File: config.mk
export PLATFORM = sky130hd
export DESIGN_NAME = mem_port_arbiter_flat
export DESIGN_NICKNAME = d
export VERILOG_FILES = /design/src/rtl/mem_arb_pkg.sv /design/src/rtl/mem_port_arbiter_if.sv /design/src/rtl/mem_port_arbiter.sv /design/src/flat_wrapper.sv
export SDC_FILE = /design/constraint.sdc
export NUM_CORES = 1
export LEC_CHECK = 0
export ABC_AREA = 0
export BUFFER_PORTS_ARGS = -buffer_cell sky130_fd_sc_hd__buf_4
export CORE_AREA = 2 2 104 106
export CTS_CLUSTER_SIZE = 14
export DETAILED_ROUTE_END_ITERATION = 7
export DIE_AREA = 0 0 106 108
export MAX_ROUTING_LAYER = met4
export PLACE_DENSITY = 0.93
export SYNTH_ARGS = -nofsm -noshare
export SYNTH_HDL_FRONTEND = slang
export SYNTH_SLANG_ARGS = --single-unit
File: constraint.sdc
create_clock -name clk -period 6.71 [get_ports clk]
set_input_delay 0.671 -clock clk [delete_from_list [all_inputs] [get_ports clk]]
set_output_delay 0.671 -clock clk [all_outputs]
set_load 0.05 [all_outputs]
File: src/rtl/mem_arb_pkg.sv
// Shared types for the unified memory-port arbiter of the multicycle core.
package mem_arb_pkg;

  typedef enum logic [1:0] {
    IDLE  = 2'd0,
    ISSUE = 2'd1,
    RESP  = 2'd2
  } state_t;

  typedef enum logic {
    M0_CORE = 1'b0,
    M1_DBG  = 1'b1
  } owner_t;

  // Width of the wait counter; at least one bit so the register always exists.
  function automatic int cnt_width(input int timeout);
    int w;
    w = $clog2(timeout + 1);
    return (w < 1) ? 1 : w;
  endfunction

endpackage

File: src/rtl/mem_port_arbiter_if.sv
// Requester, response and memory-side signals of the shared memory port.
interface mem_port_arbiter_if #(
  parameter int AW = 32,
  parameter int DW = 32
);
  import mem_arb_pkg::*;

  logic          req0;
  logic          req1;
  logic [AW-1:0] addr0;
  logic [AW-1:0] addr1;
  logic [DW-1:0] wdata0;
  logic [DW-1:0] wdata1;
  logic          we0;
  logic          we1;
  logic          rsp_valid0;
  logic          rsp_valid1;
  logic [DW-1:0] rsp_rdata;
  logic          rsp_err;
  logic          mem_valid;
  logic [AW-1:0] mem_addr;
  logic [DW-1:0] mem_wdata;
  logic          mem_we;
  logic          mem_ready;
  logic [DW-1:0] mem_rdata;
  logic          busy;

  // Arbiter side.
  modport slave (
    input  req0, req1, addr0, addr1, wdata0, wdata1, we0, we1, mem_ready, mem_rdata,
    output rsp_valid0, rsp_valid1, rsp_rdata, rsp_err, mem_valid, mem_addr, mem_wdata,
           mem_we, busy
  );

  // Requesters plus memory (environment) side.
  modport master (
    output req0, req1, addr0, addr1, wdata0, wdata1, we0, we1, mem_ready, mem_rdata,
    input  rsp_valid0, rsp_valid1, rsp_rdata, rsp_err, mem_valid, mem_addr, mem_wdata,
           mem_we, busy
  );
endinterface

File: src/rtl/mem_port_arbiter.sv
// Round-robin arbiter sharing one memory port between the core (M0) and the
// debug/program loader (M1). One transaction in flight, registered memory-side
// outputs, optional response timeout.
module mem_port_arbiter
  import mem_arb_pkg::*;
#(
  parameter int AW      = 32,
  parameter int DW      = 32,
  parameter int TIMEOUT = 16
) (
  input logic               clk,
  input logic               reset_n,
  mem_port_arbiter_if.slave bus
);

  localparam int               CNT_W   = cnt_width(TIMEOUT);
  localparam bit               TO_EN   = (TIMEOUT != 0);
  localparam logic [CNT_W-1:0] CNT_LIM = TO_EN ? CNT_W'(TIMEOUT - 1) : '0;
  localparam logic [CNT_W-1:0] CNT_MAX = '1;

  state_t           state_q, state_d;
  owner_t           owner_q, owner_d;
  owner_t           last_q, last_d;
  logic             mem_valid_q, mem_valid_d;
  logic [AW-1:0]    mem_addr_q, mem_addr_d;
  logic [DW-1:0]    mem_wdata_q, mem_wdata_d;
  logic             mem_we_q, mem_we_d;
  logic [DW-1:0]    rdata_q, rdata_d;
  logic             err_q, err_d;
  logic [CNT_W-1:0] cnt_q, cnt_d;

  logic   grant_vld;
  owner_t grant_id;

  // Round-robin pick: a lone requester wins; on a tie the one not granted last wins.
  always_comb begin
    grant_vld = bus.req0 | bus.req1;
    if (bus.req0 && bus.req1) begin
      grant_id = (last_q == M0_CORE) ? M1_DBG : M0_CORE;
    end else if (bus.req1) begin
      grant_id = M1_DBG;
    end else begin
      grant_id = M0_CORE;
    end
  end

  // Next-state logic: grant in IDLE, wait for ready or timeout in ISSUE, one response cycle.
  always_comb begin
    state_d     = state_q;
    owner_d     = owner_q;
    last_d      = last_q;
    mem_valid_d = mem_valid_q;
    mem_addr_d  = mem_addr_q;
    mem_wdata_d = mem_wdata_q;
    mem_we_d    = mem_we_q;
    rdata_d     = rdata_q;
    err_d       = err_q;
    cnt_d       = cnt_q;
    unique case (state_q)
      IDLE: begin
        if (grant_vld) begin
          state_d     = ISSUE;
          owner_d     = grant_id;
          last_d      = grant_id;
          mem_valid_d = 1'b1;
          cnt_d       = '0;
          mem_addr_d  = (grant_id == M1_DBG) ? bus.addr1  : bus.addr0;
          mem_wdata_d = (grant_id == M1_DBG) ? bus.wdata1 : bus.wdata0;
          mem_we_d    = (grant_id == M1_DBG) ? bus.we1    : bus.we0;
        end
      end
      ISSUE: begin
        // A ready arriving on the limit cycle still completes normally.
        if (bus.mem_ready) begin
          rdata_d     = mem_we_q ? '0 : bus.mem_rdata;
          err_d       = 1'b0;
          mem_valid_d = 1'b0;
          state_d     = RESP;
        end else if (TO_EN && (cnt_q == CNT_LIM)) begin
          rdata_d     = '0;
          err_d       = 1'b1;
          mem_valid_d = 1'b0;
          state_d     = RESP;
        end else if (cnt_q != CNT_MAX) begin
          cnt_d = cnt_q + CNT_W'(1);
        end
      end
      RESP: begin
        state_d = IDLE;
      end
      default: begin
        state_d     = IDLE;
        mem_valid_d = 1'b0;
      end
    endcase
  end

  // State and latched outputs; reset aborts any transaction and drops mem_valid at once.
  always_ff @(posedge clk or negedge reset_n) begin
    if (!reset_n) begin
      state_q     <= IDLE;
      owner_q     <= M0_CORE;
      last_q      <= M1_DBG;
      mem_valid_q <= 1'b0;
      mem_addr_q  <= '0;
      mem_wdata_q <= '0;
      mem_we_q    <= 1'b0;
      rdata_q     <= '0;
      err_q       <= 1'b0;
      cnt_q       <= '0;
    end else begin
      state_q     <= state_d;
      owner_q     <= owner_d;
      last_q      <= last_d;
      mem_valid_q <= mem_valid_d;
      mem_addr_q  <= mem_addr_d;
      mem_wdata_q <= mem_wdata_d;
      mem_we_q    <= mem_we_d;
      rdata_q     <= rdata_d;
      err_q       <= err_d;
      cnt_q       <= cnt_d;
    end
  end

  assign bus.rsp_valid0 = (state_q == RESP) && (owner_q == M0_CORE);
  assign bus.rsp_valid1 = (state_q == RESP) && (owner_q == M1_DBG);
  assign bus.rsp_rdata  = rdata_q;
  assign bus.rsp_err    = err_q;
  assign bus.mem_valid  = mem_valid_q;
  assign bus.mem_addr   = mem_addr_q;
  assign bus.mem_wdata  = mem_wdata_q;
  assign bus.mem_we     = mem_we_q;
  assign bus.busy       = (state_q != IDLE);

endmodule

File: src/flat_wrapper.sv
// flat-port wrapper written by rule: the top's interface ports become plain ports
module mem_port_arbiter_flat import mem_arb_pkg::*;
#(
  parameter int AW      = 32,
  parameter int DW      = 32,
  parameter int TIMEOUT = 16
)
  (clk, reset_n, bus_req0, bus_req1, bus_addr0, bus_addr1, bus_wdata0, bus_wdata1, bus_we0, bus_we1, bus_mem_ready, bus_mem_rdata, bus_rsp_valid0, bus_rsp_valid1, bus_rsp_rdata, bus_rsp_err, bus_mem_valid, bus_mem_addr, bus_mem_wdata, bus_mem_we, bus_busy);
  mem_port_arbiter_if #(.AW(AW), .DW(DW)) bus_i ();
  input logic clk;
  input logic reset_n;
  input wire logic [$bits(bus_i.req0)-1:0] bus_req0;
  input wire logic [$bits(bus_i.req1)-1:0] bus_req1;
  input wire logic [$bits(bus_i.addr0)-1:0] bus_addr0;
  input wire logic [$bits(bus_i.addr1)-1:0] bus_addr1;
  input wire logic [$bits(bus_i.wdata0)-1:0] bus_wdata0;
  input wire logic [$bits(bus_i.wdata1)-1:0] bus_wdata1;
  input wire logic [$bits(bus_i.we0)-1:0] bus_we0;
  input wire logic [$bits(bus_i.we1)-1:0] bus_we1;
  input wire logic [$bits(bus_i.mem_ready)-1:0] bus_mem_ready;
  input wire logic [$bits(bus_i.mem_rdata)-1:0] bus_mem_rdata;
  output wire logic [$bits(bus_i.rsp_valid0)-1:0] bus_rsp_valid0;
  output wire logic [$bits(bus_i.rsp_valid1)-1:0] bus_rsp_valid1;
  output wire logic [$bits(bus_i.rsp_rdata)-1:0] bus_rsp_rdata;
  output wire logic [$bits(bus_i.rsp_err)-1:0] bus_rsp_err;
  output wire logic [$bits(bus_i.mem_valid)-1:0] bus_mem_valid;
  output wire logic [$bits(bus_i.mem_addr)-1:0] bus_mem_addr;
  output wire logic [$bits(bus_i.mem_wdata)-1:0] bus_mem_wdata;
  output wire logic [$bits(bus_i.mem_we)-1:0] bus_mem_we;
  output wire logic [$bits(bus_i.busy)-1:0] bus_busy;
  assign bus_i.req0 = bus_req0;
  assign bus_i.req1 = bus_req1;
  assign bus_i.addr0 = bus_addr0;
  assign bus_i.addr1 = bus_addr1;
  assign bus_i.wdata0 = bus_wdata0;
  assign bus_i.wdata1 = bus_wdata1;
  assign bus_i.we0 = bus_we0;
  assign bus_i.we1 = bus_we1;
  assign bus_i.mem_ready = bus_mem_ready;
  assign bus_i.mem_rdata = bus_mem_rdata;
  assign bus_rsp_valid0 = bus_i.rsp_valid0;
  assign bus_rsp_valid1 = bus_i.rsp_valid1;
  assign bus_rsp_rdata = bus_i.rsp_rdata;
  assign bus_rsp_err = bus_i.rsp_err;
  assign bus_mem_valid = bus_i.mem_valid;
  assign bus_mem_addr = bus_i.mem_addr;
  assign bus_mem_wdata = bus_i.mem_wdata;
  assign bus_mem_we = bus_i.mem_we;
  assign bus_busy = bus_i.busy;
  mem_port_arbiter #(.AW(AW), .DW(DW), .TIMEOUT(TIMEOUT)) u_core (.clk(clk), .reset_n(reset_n), .bus(bus_i));
endmodule
==> results of run 1 <==
cell type report:
cell class                 count  area (µm²)  area share
sequential                   108        2700       0.375
timing repair buffer         272        2050       0.284
multi-input combinational    198        2030       0.282
tap                          136         170      0.0236
clock buffer                  11         151      0.0210
clock inverter                 5        82.6      0.0115
inverter                       5        18.8     0.00260
logic make-up after synthesis:
logic type / count (synthesis) / synth area share
muxes: 131 / 0.303
DFF: 108 / 0.557
AOI/OAI and AO/OA: 47 / 0.0785
buffers and inverters: 26 / 0.0301
and+or+nand+nor: 16 / 0.0219
adders and majority gates: 3 / 0.00773
xor gates and xnor gates: 1 / 0.00180
cell usage in the layout (no fill, tap or decap), types with 2 or more instances in the layout:
| cell type | count |
|---|---|
| ha_1 | 3 |
| inv_1 | 5 |
| a22o_1 | 33 |
| dfrtp_1 | 107 |
| o22ai_1 | 2 |
| bufinv_16 | 2 |
| a21oi_1 | 3 |
| clkbuf_8 | 11 |
| buf_4 | 271 |
| mux2_2 | 130 |
| nor2_1 | 2 |
| a31o_2 | 2 |
| and3b_1 | 2 |
| nor3b_1 | 2 |
sequential cells by signal, indices dropped and copies added, names as in the netlist:
| register | count |
|---|---|
| u_core.state_q | 2 |
| u_core.bus.mem_addr | 32 |
| u_core.bus.rsp_err | 1 |
| u_core.cnt_q | 5 |
| u_core.last_q | 1 |
| u_core.owner_q | 1 |
| u_core.bus.mem_wdata | 32 |
| u_core.bus.mem_we | 1 |
| u_core.bus.rsp_rdata | 32 |
| u_core.bus.mem_valid | 1 |
final timing paths:
path | to | slack [ns] | cells after the start
setup / recovery | u_core.bus.mem_wdata[4]$_DFFE_PN0P_ | 4.25 | 5
hold / removal | u_core.bus.mem_wdata[29]$_DFFE_PN0P_ | 0.28 | 1
setup reg to reg | u_core.bus.mem_wdata[4]$_DFFE_PN0P_ | 4.29 | 4
hold reg to reg | u_core.bus.mem_valid$_DFFE_PN0P_ | 0.51 | 1
max in group asynchronous | u_core.bus.mem_addr[28]$_DFFE_PN0P_ | 5.19 | 2
min in group clk | u_core.last_q$_DFFE_PN1P_ | 0.49 | 2
critical path: stages:
cell,delay (ns)
buf_4,0.13
a21boi_4,0.55
buf_4,0.62
mux2_2,0.41
mux2_2,0.28
layer usage:
layer,vias to the layer above,track usage
li1,1745,-
met3,30,0.0536
met1,1835,0.254
met2,159,0.397
met5,-,-
met4,0,0.0968
report_power, final:
group / internal (W) / switching, W / total [W]
logic: 0.000852 / 0.00155 / 0.00240
registers: 0.000972 / 0.000192 / 0.00116
clock network: 0.000232 / 0.000218 / 0.000450
total: 0.00206 / 0.00196 / 0.00401
through the flow:
| step | total power (W) | worst slack [ns] |
|---|---|---|
| final | 0.00401 | 4.25 |
| after global placement | 0.00351 | 3.95 |
| after CTS | 0.00403 | 4.21 |
| after global routing | 0.00417 | 4.15 |
| after floorplan | 0.00282 | 4.47 |
| after detailed placement | 0.00358 | 3.85 |
==> flow_metrics.env, run 1 <==
export IMPL_status="finished, final reports clean"
export IMPL_synth_most_common_cell="mux2_2"
export IMPL_n_fill_cell=719
export IMPL_cts_tree="built"
export IMPL_synth_ff_type="dfrtp_1"
export IMPL_cp_end_kind="flip-flop"
export IMPL_met1_length_um=5090
export IMPL_cp_max_fo=48
export IMPL_yosysSeqAreaShare=0.557
export IMPL_hold_class="input port to asynchronous set/reset pin"
export IMPL_synth_commonest_cells="mux2_2, dfrtp_1, a22o_1, buf_2, inv_1"
export IMPL_maxCapViolations=0
export IMPL_wl_met2_um=6820
export IMPL_ant_nets=0
export IMPL_netlist_area_leader_share=0.551
export IMPL_clk_latency_ns=0.35
export IMPL_power_density_nw_per_um2=557
export IMPL_vdd_drop_max_v=0.000357
export IMPL_period_share=0.367
export IMPL_yosys_cell_types_count=34
export IMPL_clk_pin_slew_ns=0.10
export IMPL_drive_gt1_frac=0.710
export IMPL_core_area_um2=10200
export IMPL_start_kind="input port"
export IMPL_synth_edff_count=0
export IMPL_vias_per_cell=5.13
export IMPL_synth_largest_area_cell="dfrtp_1"
export IMPL_placed_cells=718
export IMPL_fp_dieH_um=108
export IMPL_setup_violations=0
export IMPL_synth_area_top_cells="dfrtp_1, mux2_2, a22o_1"
export IMPL_startpoint="bus_req0"
export IMPL_path_class="input port to flip-flop"
export IMPL_cts_buffers=9
export IMPL_drc=0
export IMPL_skew_ns=0.0123
export IMPL_dieWidth_um=106
export IMPL_place_area_um2=6960
export IMPL_timing_hold_ws_ns=0.284
export IMPL_synth_fp_nets=502
export IMPL_slew_viol_final=0
export IMPL_hold_violations=0
export IMPL_top_layer_used="met4"
export IMPL_fin_util=0.704
export IMPL_postCtsHoldBufs=0
export IMPL_fin_area_um2=7210
export IMPL_arrival_ns=2.71
export IMPL_rsz0062_at_grt="false"
export IMPL_wl_um=13200
export IMPL_cts_repair_resized=0
export IMPL_r2r_start="u_core.last_q$_DFFE_PN1P_"
export IMPL_post_cts_buffers=0
export IMPL_wl_per_cell_um=18.0
export IMPL_yosys_warnings=0
export IMPL_wl_met3_um=898
export IMPL_postSynthAreaPerCell_um2=14.6
export IMPL_port_buffers=268
export IMPL_worst_pin_slew_ns=1.16
export IMPL_rows=37
export IMPL_grt_pass1_wl_um=19800
export IMPL_fin_crit_ns=2.46
export IMPL_stdcell_count=735
export IMPL_io_pins=269
export IMPL_gp_congestion=0.812
export IMPL_fin_setup_tns_ns=0
export IMPL_vias=3769
export IMPL_antenna_found_initial=0
export IMPL_start_util=0.475
export IMPL_drt_iter0_drc=173
export IMPL_dieArea_um2=11400
export IMPL_syn_to_final_growth_pct=48.3
export IMPL_synth_cells=332
export IMPL_timing_fmax_mhz=406
export IMPL_antenna_cells=0
export IMPL_max_slew_margin=0.226
export IMPL_dp_hpwl_um=10200
export IMPL_async_reset_ff_frac=1.00
export IMPL_clkSinkCount=108
export IMPL_clk_path_buf_depth=2
export IMPL_grt_pass1_vias=3909
export IMPL_grt_max_degree=67
export IMPL_htreeDepth=3
export IMPL_final_nets=764
export IMPL_cp_data_required_time_ns=6.95
export IMPL_p_leak_nw=3.50
export IMPL_grtUsageTotal=0.228
export IMPL_synth_seq_cells=108
export IMPL_clockRootBuffer="clkbuf_8"
export IMPL_synth_area_um2=4860
export IMPL_gr_total_overflow=0
export IMPL_firstDrtPassIters=4
No activity file was read; power rests on OpenSTA's default activity.
==> inputs of run 2 (changes only) <==
Settings changed: CORE_AREA 2 2 104 106 to default, CORE_UTILIZATION from default to 40, DIE_AREA 0 0 106 108 to default, PLACE_DENSITY 0.93 to 0.85.
Clock period 6.71 ns to 2.2 ns, I/O delays scaled along.
==> run 2 against run 1 <==
Against the previous run:
- the flow now finishes with violations (design-rule violations)
- count of clock-buffer cells in the layout did not move
- setup slack got worse by 4.2 ns
- critical path type is now flip-flop to flip-flop
- critical path depth grew 1
- utilization fell by 6.4 points
- largest cell class unchanged
==> flow_metrics.env, run 2 (same netlist as run 1, synthesis figures left out) <==
export IMPL_status="finished, violations left"
export IMPL_violations="design-rule violations"
export IMPL_max_slew_margin=0.604
export IMPL_ff2ff_setup_slack_ns=0.06
export IMPL_grt_max_degree=67
export IMPL_multiInputGateArea_um2=2070
export IMPL_clockRootBuffer="clkbuf_16"
export IMPL_r2r_cells=6
export IMPL_timing_fmax_mhz=466
export IMPL_worst_pin_slew_ns=0.593
export IMPL_met3_usage=0.0508
export IMPL_setup_violations=0
export IMPL_start_kind="flip-flop"
export IMPL_layout_cells_most_common_list="buf_4, mux2_2, dfrtp_1, a22o_1, clkbuf_16"
export IMPL_clk_latency_ns=0.34
export IMPL_grtUsageMet1=0.241
export IMPL_cts_tree="built"
export IMPL_maxCapViolations=0
export IMPL_wl_um=12300
export IMPL_cp_data_required_time_ns=2.45
export IMPL_power_density_nw_per_um2=1700
export IMPL_slew_viol_final=0
export IMPL_cp_max_fo=4
export IMPL_fin_crit_ns=2.14
export IMPL_p_leak_nw=3.58
export IMPL_dieWidth_um=112
export IMPL_gr_total_overflow=0
export IMPL_dieArea_um2=12600
export IMPL_clkSinkCount=108
export IMPL_drc=20
export IMPL_startpoint="u_core.cnt_q[1]$_DFFE_PN0P_"
export IMPL_busiest_layer="met2"
export IMPL_dp_hpwl_um=9260
export IMPL_rsz0062_at_grt="false"
export IMPL_grtUsageMet2=0.369
export IMPL_grtUsageTotal=0.211
export IMPL_clk_path_buf_depth=2
export IMPL_htreeDepth=3
export IMPL_final_common_cell="buf_4"
export IMPL_gp_congestion=0.745
export IMPL_vdd_drop_max_v=0.00153
export IMPL_fin_area_um2=7430
export IMPL_antenna_found_initial=0
export IMPL_vias_per_cell=5.04
export IMPL_firstDrtPassIters=6
export IMPL_grt_pass1_wl_um=20100
export IMPL_ant_nets=0
export IMPL_clk_pin_slew_ns=0.07
export IMPL_syn_to_final_growth_pct=53.0
export IMPL_path_class="flip-flop to flip-flop"
export IMPL_cp_end_kind="flip-flop"
export IMPL_port_buffers=268
export IMPL_start_util=0.418
export IMPL_wl_per_cell_um=16.4
export IMPL_io_pins=269
export IMPL_cts_buffers=9
export IMPL_period_share=0.975
export IMPL_seq_area_um2=2700
export IMPL_antenna_cells=0
export IMPL_n_fill_cell=860
export IMPL_hold_violations=0
export IMPL_rows=39
export IMPL_final_nets=771
export IMPL_vias=3774
export IMPL_p_total_w=0.0126
export IMPL_r2r_start="u_core.cnt_q[1]$_DFFE_PN0P_"
export IMPL_skew_ns=0.00890
export IMPL_fp_dieH_um=112
export IMPL_hold_depth=2
export IMPL_core_area_um2=11600
export IMPL_place_area_um2=7050
export IMPL_grt_pass1_vias=4034
export IMPL_arrival_ns=2.39
export IMPL_worstHoldStart="bus_req0"
export IMPL_hold_class="input port to flip-flop"
export IMPL_drt_iter0_drc=168
export IMPL_drive_gt1_frac=0.719
run 2: cell count changes in the layout (fill, tap and decap cells not counted), sizes merged:
cell	change
buf	+6
clkinv	-1
clkinvlp	+1
dlygate4sd3	+1
run 2: power breakdown:
part / switching [W] / internal (W)
registers: 0.000593 / 0.00297
clock network: 0.000697 / 0.00100
logic: 0.00468 / 0.00269
run 2: final timing paths:
path | to
setup / recovery | u_core.cnt_q[2]$_DFFE_PN0P_
hold / removal | u_core.last_q$_DFFE_PN1P_
setup reg to reg | u_core.cnt_q[2]$_DFFE_PN0P_
hold reg to reg | u_core.bus.mem_addr[5]$_DFFE_PN0P_
max in group asynchronous | u_core.last_q$_DFFE_PN1P_
min in group asynchronous | u_core.bus.mem_wdata[27]$_DFFE_PN0P_
run 2: per-layer routing:
layer,routed length (µm),vias up,share of wire
met1,4740,1817,0.39
li1,-,1762,-
met5,0,-,0
met4,120,0,0.0098
met3,1070,12,0.087
met2,6350,183,0.52
run 2: area by class of cell:
class                      count  share of cell area
tap                          143              0.0241
clock buffer                  11              0.0313
sequential                   108               0.364
timing repair buffer         279               0.289
multi-input combinational    198               0.278
clock inverter                 5              0.0114
inverter                       5             0.00252
run 2: through the flow:
step | util | worst slack [ns] | hold WS [ns] | setup TNS [ns] | std cells
final | 0.640 | 0.0554 | 0.0696 | 0 | 749
after global routing | 0.640 | 0.00968 | 0.0556 | 0 | 749
after CTS | 0.639 | 0.0121 | 0.0517 | 0 | 749
after detailed placement | 0.607 | -0.0681 | 0.262 | -0.117 | 730
after global placement | 0.607 | 0.0545 | 0.252 | 0 | 730
after floorplan | - | 0.0496 | -0.0756 | 0 | 332
run 2: critical path: stages (launching register included):
cell      delay [ns]
dfrtp_1         0.40
ha_2            0.20
and3_4          0.18
ha_2            0.18
or4b_4          0.51
or4b_4          0.50
o221ai_2        0.08
run 2: timing repair:
item / 4_1_cts / 5_1_grt
hold endpoints to repair: 45 / 0
hold buffers: 1 / 0
setup endpoints to repair: 5 / 5
buffers inserted: 2 / 0
resized for setup: 5 / 3
pin swaps: 0 / 0
